--- src/rtl/alu_pkg.sv ---
`default_nettype none
// ============================================================================
//  Module      : alu_pkg
//  Description : Shared constants for the ALU issue front end: ALU op codes,
//                issue FSM state encoding, instruction field positions and
//                status register bit positions.
//  Revision    : 1.0 - initial release
// ============================================================================
package alu_pkg;

   // ALU op codes, carried straight through to alu_mode
   localparam logic [2:0] OP_ADD    = 3'd0;
   localparam logic [2:0] OP_SUBST  = 3'd1;
   localparam logic [2:0] OP_SHIFTR = 3'd2;
   localparam logic [2:0] OP_SHIFTL = 3'd3;
   localparam logic [2:0] OP_AND    = 3'd4;
   localparam logic [2:0] OP_OR     = 3'd5;
   localparam logic [2:0] OP_NOT    = 3'd6;
   localparam logic [2:0] OP_XOR    = 3'd7;

   // Issue FSM states (2-bit encoding)
   localparam logic [1:0] S_IDLE = 2'd0;
   localparam logic [1:0] S_OPR  = 2'd1;
   localparam logic [1:0] S_CAP  = 2'd2;
   localparam logic [1:0] S_WB   = 2'd3;

   // Instruction word field positions
   localparam int OP_MSB  = 15;
   localparam int OP_LSB  = 13;
   localparam int RD_MSB  = 12;
   localparam int RD_LSB  = 10;
   localparam int RS1_MSB = 9;
   localparam int RS1_LSB = 7;
   localparam int USE_IMM = 6;
   localparam int RS2_MSB = 5;
   localparam int RS2_LSB = 3;
   localparam int IMM_MSB = 5;
   localparam int IMM_LSB = 0;

   // Status register bit positions, status = {V,N,Z}
   localparam int STAT_Z = 0;
   localparam int STAT_N = 1;
   localparam int STAT_V = 2;

   // ALU flag bit positions on alu_flags
   localparam int FLAG_N = 1;
   localparam int FLAG_V = 2;

endpackage : alu_pkg
`default_nettype wire

--- src/rtl/alu_regfile.sv ---
`default_nettype none
// ============================================================================
//  Module      : alu_regfile
//  Description : General register file. Two combinational read ports, one
//                combinational debug read port and one synchronous write
//                port. Register 0 always reads as zero and ignores writes.
//  Revision    : 1.0 - initial release
// ============================================================================
module alu_regfile
   import alu_pkg::*;
#(
   parameter int DATA_W  = 16,
   parameter int REG_CNT = 8,
   parameter int AW      = $clog2(REG_CNT)
) (
   input  logic              clk,
   input  logic              rst_n,
   input  logic              we,
   input  logic [AW-1:0]     waddr,
   input  logic [DATA_W-1:0] wdata,
   input  logic [AW-1:0]     raddr1,
   output logic [DATA_W-1:0] rdata1,
   input  logic [AW-1:0]     raddr2,
   output logic [DATA_W-1:0] rdata2,
   input  logic [AW-1:0]     dbg_addr,
   output logic [DATA_W-1:0] dbg_data
);

   logic [DATA_W-1:0] r_regs [REG_CNT];

   // Register storage: cleared on reset, entry 0 is never written
   always_ff @(posedge clk) begin
      if (!rst_n) begin
         for (int i = 0; i < REG_CNT; i++) begin
            r_regs[i] <= {DATA_W{1'b0}};
         end
      end else begin
         for (int i = 1; i < REG_CNT; i++) begin
            if (we && (waddr == AW'(i))) begin
               r_regs[i] <= wdata;
            end
         end
      end
   end

   // Read ports force index 0 to zero so the hard-wired r0 never depends
   // on storage contents
   assign rdata1   = (raddr1   == {AW{1'b0}}) ? {DATA_W{1'b0}} : r_regs[raddr1];
   assign rdata2   = (raddr2   == {AW{1'b0}}) ? {DATA_W{1'b0}} : r_regs[raddr2];
   assign dbg_data = (dbg_addr == {AW{1'b0}}) ? {DATA_W{1'b0}} : r_regs[dbg_addr];

endmodule : alu_regfile
`default_nettype wire

--- src/rtl/alu_issue_ctrl.sv ---
`default_nettype none
// ============================================================================
//  Module      : alu_issue_ctrl
//  Description : Front end of the 16-bit ALU. Accepts instructions over a
//                valid/ready handshake, reads operands from the register
//                file, drives the registered ALU inputs, captures the ALU
//                result and flags, and writes the result back while updating
//                the {V,N,Z} status register. One instruction per 4 cycles.
//  Revision    : 1.0 - initial release
// ============================================================================
module alu_issue_ctrl
   import alu_pkg::*;
#(
   parameter int DATA_W  = 16,
   parameter int REG_CNT = 8,
   parameter int IMM_W   = 6
) (
   input  logic              clk,
   input  logic              rst_n,
   input  logic [15:0]       instr,
   input  logic              instr_valid,
   output logic              instr_ready,
   output logic [DATA_W-1:0] alu_in1,
   output logic [DATA_W-1:0] alu_in2,
   output logic [2:0]        alu_mode,
   input  logic [DATA_W-1:0] alu_out,
   input  logic [DATA_W-1:0] alu_flags,
   output logic              res_valid,
   output logic [2:0]        res_rd,
   output logic [DATA_W-1:0] res_data,
   output logic [2:0]        status,
   input  logic [2:0]        dbg_addr,
   output logic [DATA_W-1:0] dbg_data
);

   // ------------------------------------------------------------------
   // State and datapath registers
   // ------------------------------------------------------------------
   logic [1:0]        r_state;
   logic [15:0]       r_instr;
   logic [DATA_W-1:0] r_alu_in1;
   logic [DATA_W-1:0] r_alu_in2;
   logic [2:0]        r_alu_mode;
   logic [DATA_W-1:0] r_result;
   logic              r_flag_z;
   logic              r_flag_n;
   logic              r_flag_v;
   logic              r_res_valid;
   logic [2:0]        r_res_rd;
   logic [DATA_W-1:0] r_res_data;
   logic [2:0]        r_status;

   // ------------------------------------------------------------------
   // Decode of the latched instruction
   // ------------------------------------------------------------------
   logic [2:0]        w_op;
   logic [2:0]        w_rd;
   logic [2:0]        w_rs1;
   logic [2:0]        w_rs2;
   logic              w_use_imm;
   logic [IMM_W-1:0]  w_imm;
   logic [DATA_W-1:0] w_imm_ext;
   logic [DATA_W-1:0] w_rdata1;
   logic [DATA_W-1:0] w_rdata2;
   logic              w_accept;
   logic              w_wr_en;
   logic              w_unused_flags;

   assign w_op      = r_instr[OP_MSB:OP_LSB];
   assign w_rd      = r_instr[RD_MSB:RD_LSB];
   assign w_rs1     = r_instr[RS1_MSB:RS1_LSB];
   assign w_rs2     = r_instr[RS2_MSB:RS2_LSB];
   assign w_use_imm = r_instr[USE_IMM];
   assign w_imm     = r_instr[IMM_MSB:IMM_LSB];
   assign w_imm_ext = {{(DATA_W-IMM_W){1'b0}}, w_imm};

   // Only the N and V flags from the ALU are used; Z is derived locally
   assign w_unused_flags = ^{alu_flags[DATA_W-1:FLAG_V+1], alu_flags[0]};

   // Ready is gated by rst_n so nothing is accepted while reset is held
   assign instr_ready = (r_state == S_IDLE) && rst_n;
   assign w_accept    = instr_valid && instr_ready;

   // r0 writes are discarded here and in the register file
   assign w_wr_en = (r_state == S_WB) && (w_rd != 3'd0);

   // ------------------------------------------------------------------
   // Register file
   // ------------------------------------------------------------------
   alu_regfile #(
      .DATA_W  (DATA_W),
      .REG_CNT (REG_CNT),
      .AW      (3)
   ) u_regfile (
      .clk      (clk),
      .rst_n    (rst_n),
      .we       (w_wr_en),
      .waddr    (w_rd),
      .wdata    (r_result),
      .raddr1   (w_rs1),
      .rdata1   (w_rdata1),
      .raddr2   (w_rs2),
      .rdata2   (w_rdata2),
      .dbg_addr (dbg_addr),
      .dbg_data (dbg_data)
   );

   // Issue FSM: IDLE -> OPR -> CAP -> WB -> IDLE, one pass per instruction
   always_ff @(posedge clk) begin
      if (!rst_n) begin
         r_state <= S_IDLE;
         r_instr <= 16'd0;
      end else begin
         case (r_state)
            S_IDLE: begin
               if (w_accept) begin
                  r_instr <= instr;
                  r_state <= S_OPR;
               end
            end
            S_OPR:   r_state <= S_CAP;
            S_CAP:   r_state <= S_WB;
            S_WB:    r_state <= S_IDLE;
            default: r_state <= S_IDLE;
         endcase
      end
   end

   // ALU operand/mode registers: loaded in OPR, held otherwise
   always_ff @(posedge clk) begin
      if (!rst_n) begin
         r_alu_in1  <= {DATA_W{1'b0}};
         r_alu_in2  <= {DATA_W{1'b0}};
         r_alu_mode <= 3'd0;
      end else if (r_state == S_OPR) begin
         r_alu_in1  <= w_rdata1;
         r_alu_in2  <= w_use_imm ? w_imm_ext : w_rdata2;
         r_alu_mode <= w_op;
      end
   end

   // Result capture in CAP, after the ALU inputs have been stable a cycle
   always_ff @(posedge clk) begin
      if (!rst_n) begin
         r_result <= {DATA_W{1'b0}};
         r_flag_z <= 1'b0;
         r_flag_n <= 1'b0;
         r_flag_v <= 1'b0;
      end else if (r_state == S_CAP) begin
         r_result <= alu_out;
         r_flag_z <= (alu_out == {DATA_W{1'b0}});
         r_flag_n <= alu_flags[FLAG_N];
         r_flag_v <= alu_flags[FLAG_V];
      end
   end

   // Writeback report and status update; res_valid is a single-cycle pulse
   always_ff @(posedge clk) begin
      if (!rst_n) begin
         r_res_valid <= 1'b0;
         r_res_rd    <= 3'd0;
         r_res_data  <= {DATA_W{1'b0}};
         r_status    <= 3'd0;
      end else if (r_state == S_WB) begin
         r_res_valid      <= 1'b1;
         r_res_rd         <= w_rd;
         r_res_data       <= r_result;
         r_status[STAT_Z] <= r_flag_z;
         r_status[STAT_N] <= r_flag_n;
         r_status[STAT_V] <= r_flag_v;
      end else begin
         r_res_valid <= 1'b0;
      end
   end

   assign alu_in1   = r_alu_in1;
   assign alu_in2   = r_alu_in2;
   assign alu_mode  = r_alu_mode;
   assign res_valid = r_res_valid;
   assign res_rd    = r_res_rd;
   assign res_data  = r_res_data;
   assign status    = r_status;

endmodule : alu_issue_ctrl
`default_nettype wire
--- config.mk ---
export PLATFORM = sky130hd
export DESIGN_NAME = alu_issue_ctrl
export DESIGN_NICKNAME = d
export VERILOG_FILES = /design/src/rtl/alu_pkg.sv /design/src/rtl/alu_regfile.sv /design/src/rtl/alu_issue_ctrl.sv
export SDC_FILE = /design/constraint.sdc
export NUM_CORES = 1
export LEC_CHECK = 0
export ABC_AREA = 1
export CAP_MARGIN = 20
export CORE_MARGIN = 1.5
export CORE_UTILIZATION = 43
export CTS_CLUSTER_DIAMETER = 200
export CTS_CLUSTER_SIZE = 8
export DETAILED_ROUTE_END_ITERATION = 10
export PLACE_DENSITY = 0.7
export REMOVE_ABC_BUFFERS = 1
export SLEW_MARGIN = 20
export SYNTH_ARGS = -nofsm -noshare
export SYNTH_HDL_FRONTEND = slang
export SYNTH_SLANG_ARGS = --single-unit
--- constraint.sdc ---
create_clock -name clk -period 2.5 [get_ports clk]
set_input_delay 0.5 -clock clk [delete_from_list [all_inputs] [get_ports clk]]
set_output_delay 0.5 -clock clk [all_outputs]
set_load 0.02 [all_outputs]
### Yosys cells after proc, flatten, opt, wreduce, memory -nomap -nowiden

Memories as Yosys holds them, arrays and structs flattened. A register that Yosys moved wholly into a read port is not among the register bits.
Cells that the tools add are included.

* reductions and logical operators: 17
* equality and inequality tests: 11
* muxes and demuxes: 40
* bitwise gates (word level): 7

Operators by type and width (count)
* $mux 16: 11
* $mux 1: 23
* $logic_not 16->1: 1
* $eq 3x3->1 const B: 4
* $mux 3: 4
* $logic_and 1x1->1: 10
* $logic_not 3->1: 3
* $pmux 2 s4: 1
* $or 1x1->1: 7
* $eq 3x2->1 const B: 2
* $eq 2x2->1 const B: 2
* $eq 3x1->1 const B: 1
* $reduce_bool 3->1: 1
* $eq 2x1->1 const B: 1
* $logic_not 2->1: 1
* $mux 2: 1
* $ne 2x2->1 const B: 1
* $reduce_and 2->1: 1

* memories kept: 1
* memory bits (writable): 128
* logic and storage cells: 89
* register bits after elaboration: 95
* input port bits: 54
* output and inout bits: 75

Memory list
* u_regfile.r_regs: words 8, width 16, read ports 3, clocked after Yosys merged registers in 2, wr ports 8, RTL line alu_regfile.sv:29 `logic [DATA_W-1:0] r_regs [REG_CNT];`

### Longest topological paths before layout

* depth in word-level cells: 7
* mapped depth: 9
* depth with buffers taken out: 9

### Cells and area by module

Synthesis repeated with hierarchy kept, for this count alone.

* cell total of the unflattened synthesis: 1558
* area total of the unflattened synthesis: 10928.0 um^2

Modules (own cells, without submodules)
* alu_regfile: times used 1, seq. area each 3363.2 um^2, cells an instance 1108, area an instance 7424.6 um^2
* alu_issue_ctrl: times used 1, seq. area each 1901.8 um^2, cells an instance 450, area an instance 3503.4 um^2

### Least setup slack after synthesis

Ideal clock, no wire load.

* path type: flip-flop to flip-flop
* start: register r_state[0]
* end: memory u_regfile.r_regs[6][0], enable pin
* required time: 2.089 ns
* data arrival time: 2.136 ns
* slack: -0.047 ns
* stages on the path, launching flop included: 6
* buffers on the path: 2
* period minus slack after synthesis: 2.547 ns
* setup time: 0.411 ns
* cells stage by stage: dfxtp_1 -> ha_1 -> buf_4 -> clkbuf_1 -> nand3_1 -> o21ai_0

RTL lines
* from (decl): RTL line alu_issue_ctrl.sv:39 `logic [1:0] r_state;`
* from (signal assigned): RTL line alu_issue_ctrl.sv:111 `r_state <= S_IDLE;`
* from (signal assigned): RTL line alu_issue_ctrl.sv:118 `r_state <= S_OPR;`
* from (signal assigned): RTL line alu_issue_ctrl.sv:121 `S_OPR: r_state <= S_CAP;`
* to (decl): RTL line alu_regfile.sv:29

### Worst setup path after layout

* start: register r_state[0]
* end: output port instr_ready

* word-level cells in the longest chain between the ends: 2

Ends and longest elaborated chain
* $logic_not 2->1: RTL line alu_issue_ctrl.sv:81 `assign instr_ready = (r_state == S_IDLE) && rst_n;`
* $logic_and 1x1->1: RTL line alu_issue_ctrl.sv:81
* to (decl): RTL line alu_issue_ctrl.sv:22 `output logic instr_ready,`

Every way passes these cells.

==> metrics.md <==
| Metric | Value |
|---|---|
| Outcome | finished clean |
| Setup_tns | 0 ps |
| Post-Syn Area | 10900 µm² |
| Syn avg cell area | 7.50 µm² |
| DRT Pass-1 Iters | 6 |
| Post-layout nets | 1613 |
| Setup WS pre-CTS | -497 ps |
| 1st-iter DRT viols | 878 |
| Hold path depth | 3 |
| XOR/XNOR Fraction of Synth Area | 0% |
| R2r setup slk | 580 ps |
| Final clock period utilization by the worst path | 95.3% |
| Netlist cell types | 29 |
| Ports | 129 |
| IO Port Bufs | 114 |
| Final setup fails | 0 |
| Worst Setup End Kind | output pin |
| Starting Density | 43.5% |
| Final slew viol count | 0 |
| Layout area overhead | 21.6% |
| DRC | 0 |
| CTS tree | built |
| TritonCTS Buffers | 30 |
| Layout cells sized above 1 | 8.62% |
| Largest net degree at the start of global routing | 53 |
| Post-route insts no fill | 1908 |
| P_sw | 3.91 mW |
| RSZ-0062 raised after global routing | no |
| Row count | 58 |
| Vias in the first global route | 9834 |
| CTS Sinks | 213 |
| Htree depth | 1 |
| WHS Endpoint | res_rd[0] |
| Synth top area share | 30.9% |
| Comb pwr share | 27.5% |
| Slew margin rel. | 48.4% |
| Reg2reg end | u_regfile.r_regs[3][14] |
| Final setup margin | 119 ps |
| Post-DRT Antenna Nets | 0 |
| Endpoints failing hold | 0 |
| Critical path peak fanout | 3 |
| PD cells | 853 nW/µm² |
| Vias per inst | 5.42 |
| Syn Inst Count | 1451 |
| Hold Crit Class | input pin to flop |
| Hold_buf cts | 0 |
| Worst path required time | 2000 ps |
| WHS | 374 ps |
| GRT overflow | 0 |
| Top post-synthesis cells by area | edfxtp_1 31%, dfxtp_1 19%, nand2_1 15% |
| R2R Path Start | r_state[0] |
| DIE WIDTH | 162 µm |
| Storage element area | 5390 µm² |
| Most frequent cells in the layout | 429 x nand2_1, 165 x nor2_1, 140 x a21oi_1 |
| Post-synth top area cell | edfxtp_1 |
| Synthesized flop and latch total | 213 |
| R2r worst-path depth | 6 |
| Total Routing Usage GR | 25.2% |
| Mux contribution to synthesized area | 0% |
| RD Place Congestion | 0.867 |
| Synth Area in Adders | 0.460% |
| Clock power frac | 33.0% |
| Maximum root-to-sink buffer count | 3 |
| Sequential fraction of the synthesis area | 49.5% |
| Die area | 26300 µm² |
| Clock Latency Late Sink | 560 ps |
| Placed Cells | 1853 |
| DR WL/cell | 17.6 µm |
| Yosys warns | 0 |
| Sequential power share | 39.5% |
| Fmax | 420 MHz |
| Vias | 10300 |
| CP Data Arrival Time | 1880 ps |
| Startpoint types | flop |
| Die height | 162 µm |
| Hpwl dp | 20800 µm |
| Worst-Margin Slew | 773 ps |
| Root Driver | clkbuf_16 |
| Initial antenna violation count | 0 |
| # fillers | 2371 |
| Simple-gate area share of the yosys netlist | 28.5% |
| Area fraction in compound gates after synthesis | 12.9% |
| Maximum VDD drop | 0.413 mV |
| Post-route minimum period | 2380 ps |
| Main combinational cell family by area after synthesis | simple AND/OR/NAND/NOR gates |
| Max Cap Viol | 0 |
| Internal power | 7.38 mW |
| Diode count | 0 |
| Multi-input logic area | 4570 µm² |
| WL final | 33500 µm |
| Core footprint | 25000 µm² |
| Min-Delay Startpoint | rst_n |
| Layout Skew | 29.6 ps |
| CP Class | flop to output pin |
| Sw frac | 34.6% |
| Clock transition at the registers of the reported paths | 50 ps |
| LEAKAGE | 5.41 nW |
| Commonest non-fill, non-tap cell in the layout | nand2_1 |
| First-pass GRT wire length | 51700 µm |
-- worst max-delay path by stage --
| stage | start | depth (start not counted) | end |
|---|---|---|---|
| floorplan | r_state[0] | 5 | u_regfile.r_regs[1][0] |
| global placement | dbg_addr[1] | 7 | dbg_data[7] |
| detailed placement | dbg_addr[1] | 7 | dbg_data[7] |
| CTS | r_state[0] | 5 | instr_ready |
| global route | dbg_addr[1] | 7 | dbg_data[3] |
| finish | r_state[0] | 5 | instr_ready |
-- metal layers --
layer | share of wire (%) | wire length [µm] | track usage (%)
met1 | 40 | 13400 | 31.7
met2 | 47 | 15900 | 42.9
met3 | 9.4 | 3150 | 3.65
met4 | 3.3 | 1100 | 11.3
met5 | 0 | 0 | 0
-- state kept, by name, indices dropped and copies added (netlist names), named ones only --
name and cells:
r_instr 16, res_data 16, r_result 16, status 3
alu_mode 3, alu_in2 16, res_valid 1, u_regfile.r_regs 112
r_flag_n 1, r_flag_v 1, res_rd 3, r_state 2
alu_in1 16, r_flag_z 1
-- cell families (layout without fill, tap and decap cells) --
family	count (synthesis)	after routing
AOI/OAI and AO/OA	273	273
adders and majority gates	4	4
buffers and inverters	206	333
DFF	213	213
and+or+nand+nor	755	755
-- cell type report --
cell class | instances | share of cell area [%]
Inverter | 108 | 3.08
Sequential cell | 213 | 40.7
Clock buffer | 53 | 6.32
Multi-Input combinational cell | 1032 | 34.5
Tap cell | 330 | 3.12
Clock inverter | 2 | 0.161
Timing Repair Buffer | 170 | 12.1
-- critical path, stage by stage (launching register included) --
cell and delay [ps]:
dfxtp_1 330, inv_1 100, ha_1 190, nand2_1 60
inv_1 60, clkdlybuf4s50_1 590
-- what timing repair did --
| action | in CTS | in global routing |
|---|---|---|
| endpoints found under the setup margin | 16 | 0 |
| setup buffers | 0 | 0 |
| gates resized for setup | 44 | 0 |
-- Yosys cell counts (all sizes together) --
cell / n
dfxtp: 101
nand4: 3
nand2: 430
a31oi: 17
edfxtp: 112
inv: 108
a211oi: 1
ha: 4
a21oi: 143
nor2: 178
clkbuf: 41
buf: 57
o21ai: 112
nand3: 138
nor3: 3
or2: 3
-- power groups by stage --
stage	Sequential (mW)	Clock [mW]	Combinational, mW
after global routing	4.50	3.92	3.40
final	4.46	3.72	3.10
after floorplan	4.70	0	1.52
after detailed placement	4.51	0	3.07
after global placement	4.50	0	3.02
after CTS	4.44	3.76	3.09
-- metrics by stage --
stage | instance area (µm²) | power (mW) | utilization, %
2_1_floorplan | 10300 | 6.22 | -
3_3_place_gp | 12400 | 7.52 | 49.4
3_5_place_dp | 12400 | 7.58 | 49.4
4_1_cts | 13200 | 11.3 | 52.9
5_1_grt | 13200 | 11.8 | 52.9
6_report | 13200 | 11.3 | 52.9
Note: power is estimated with default switching activity, not from simulation.
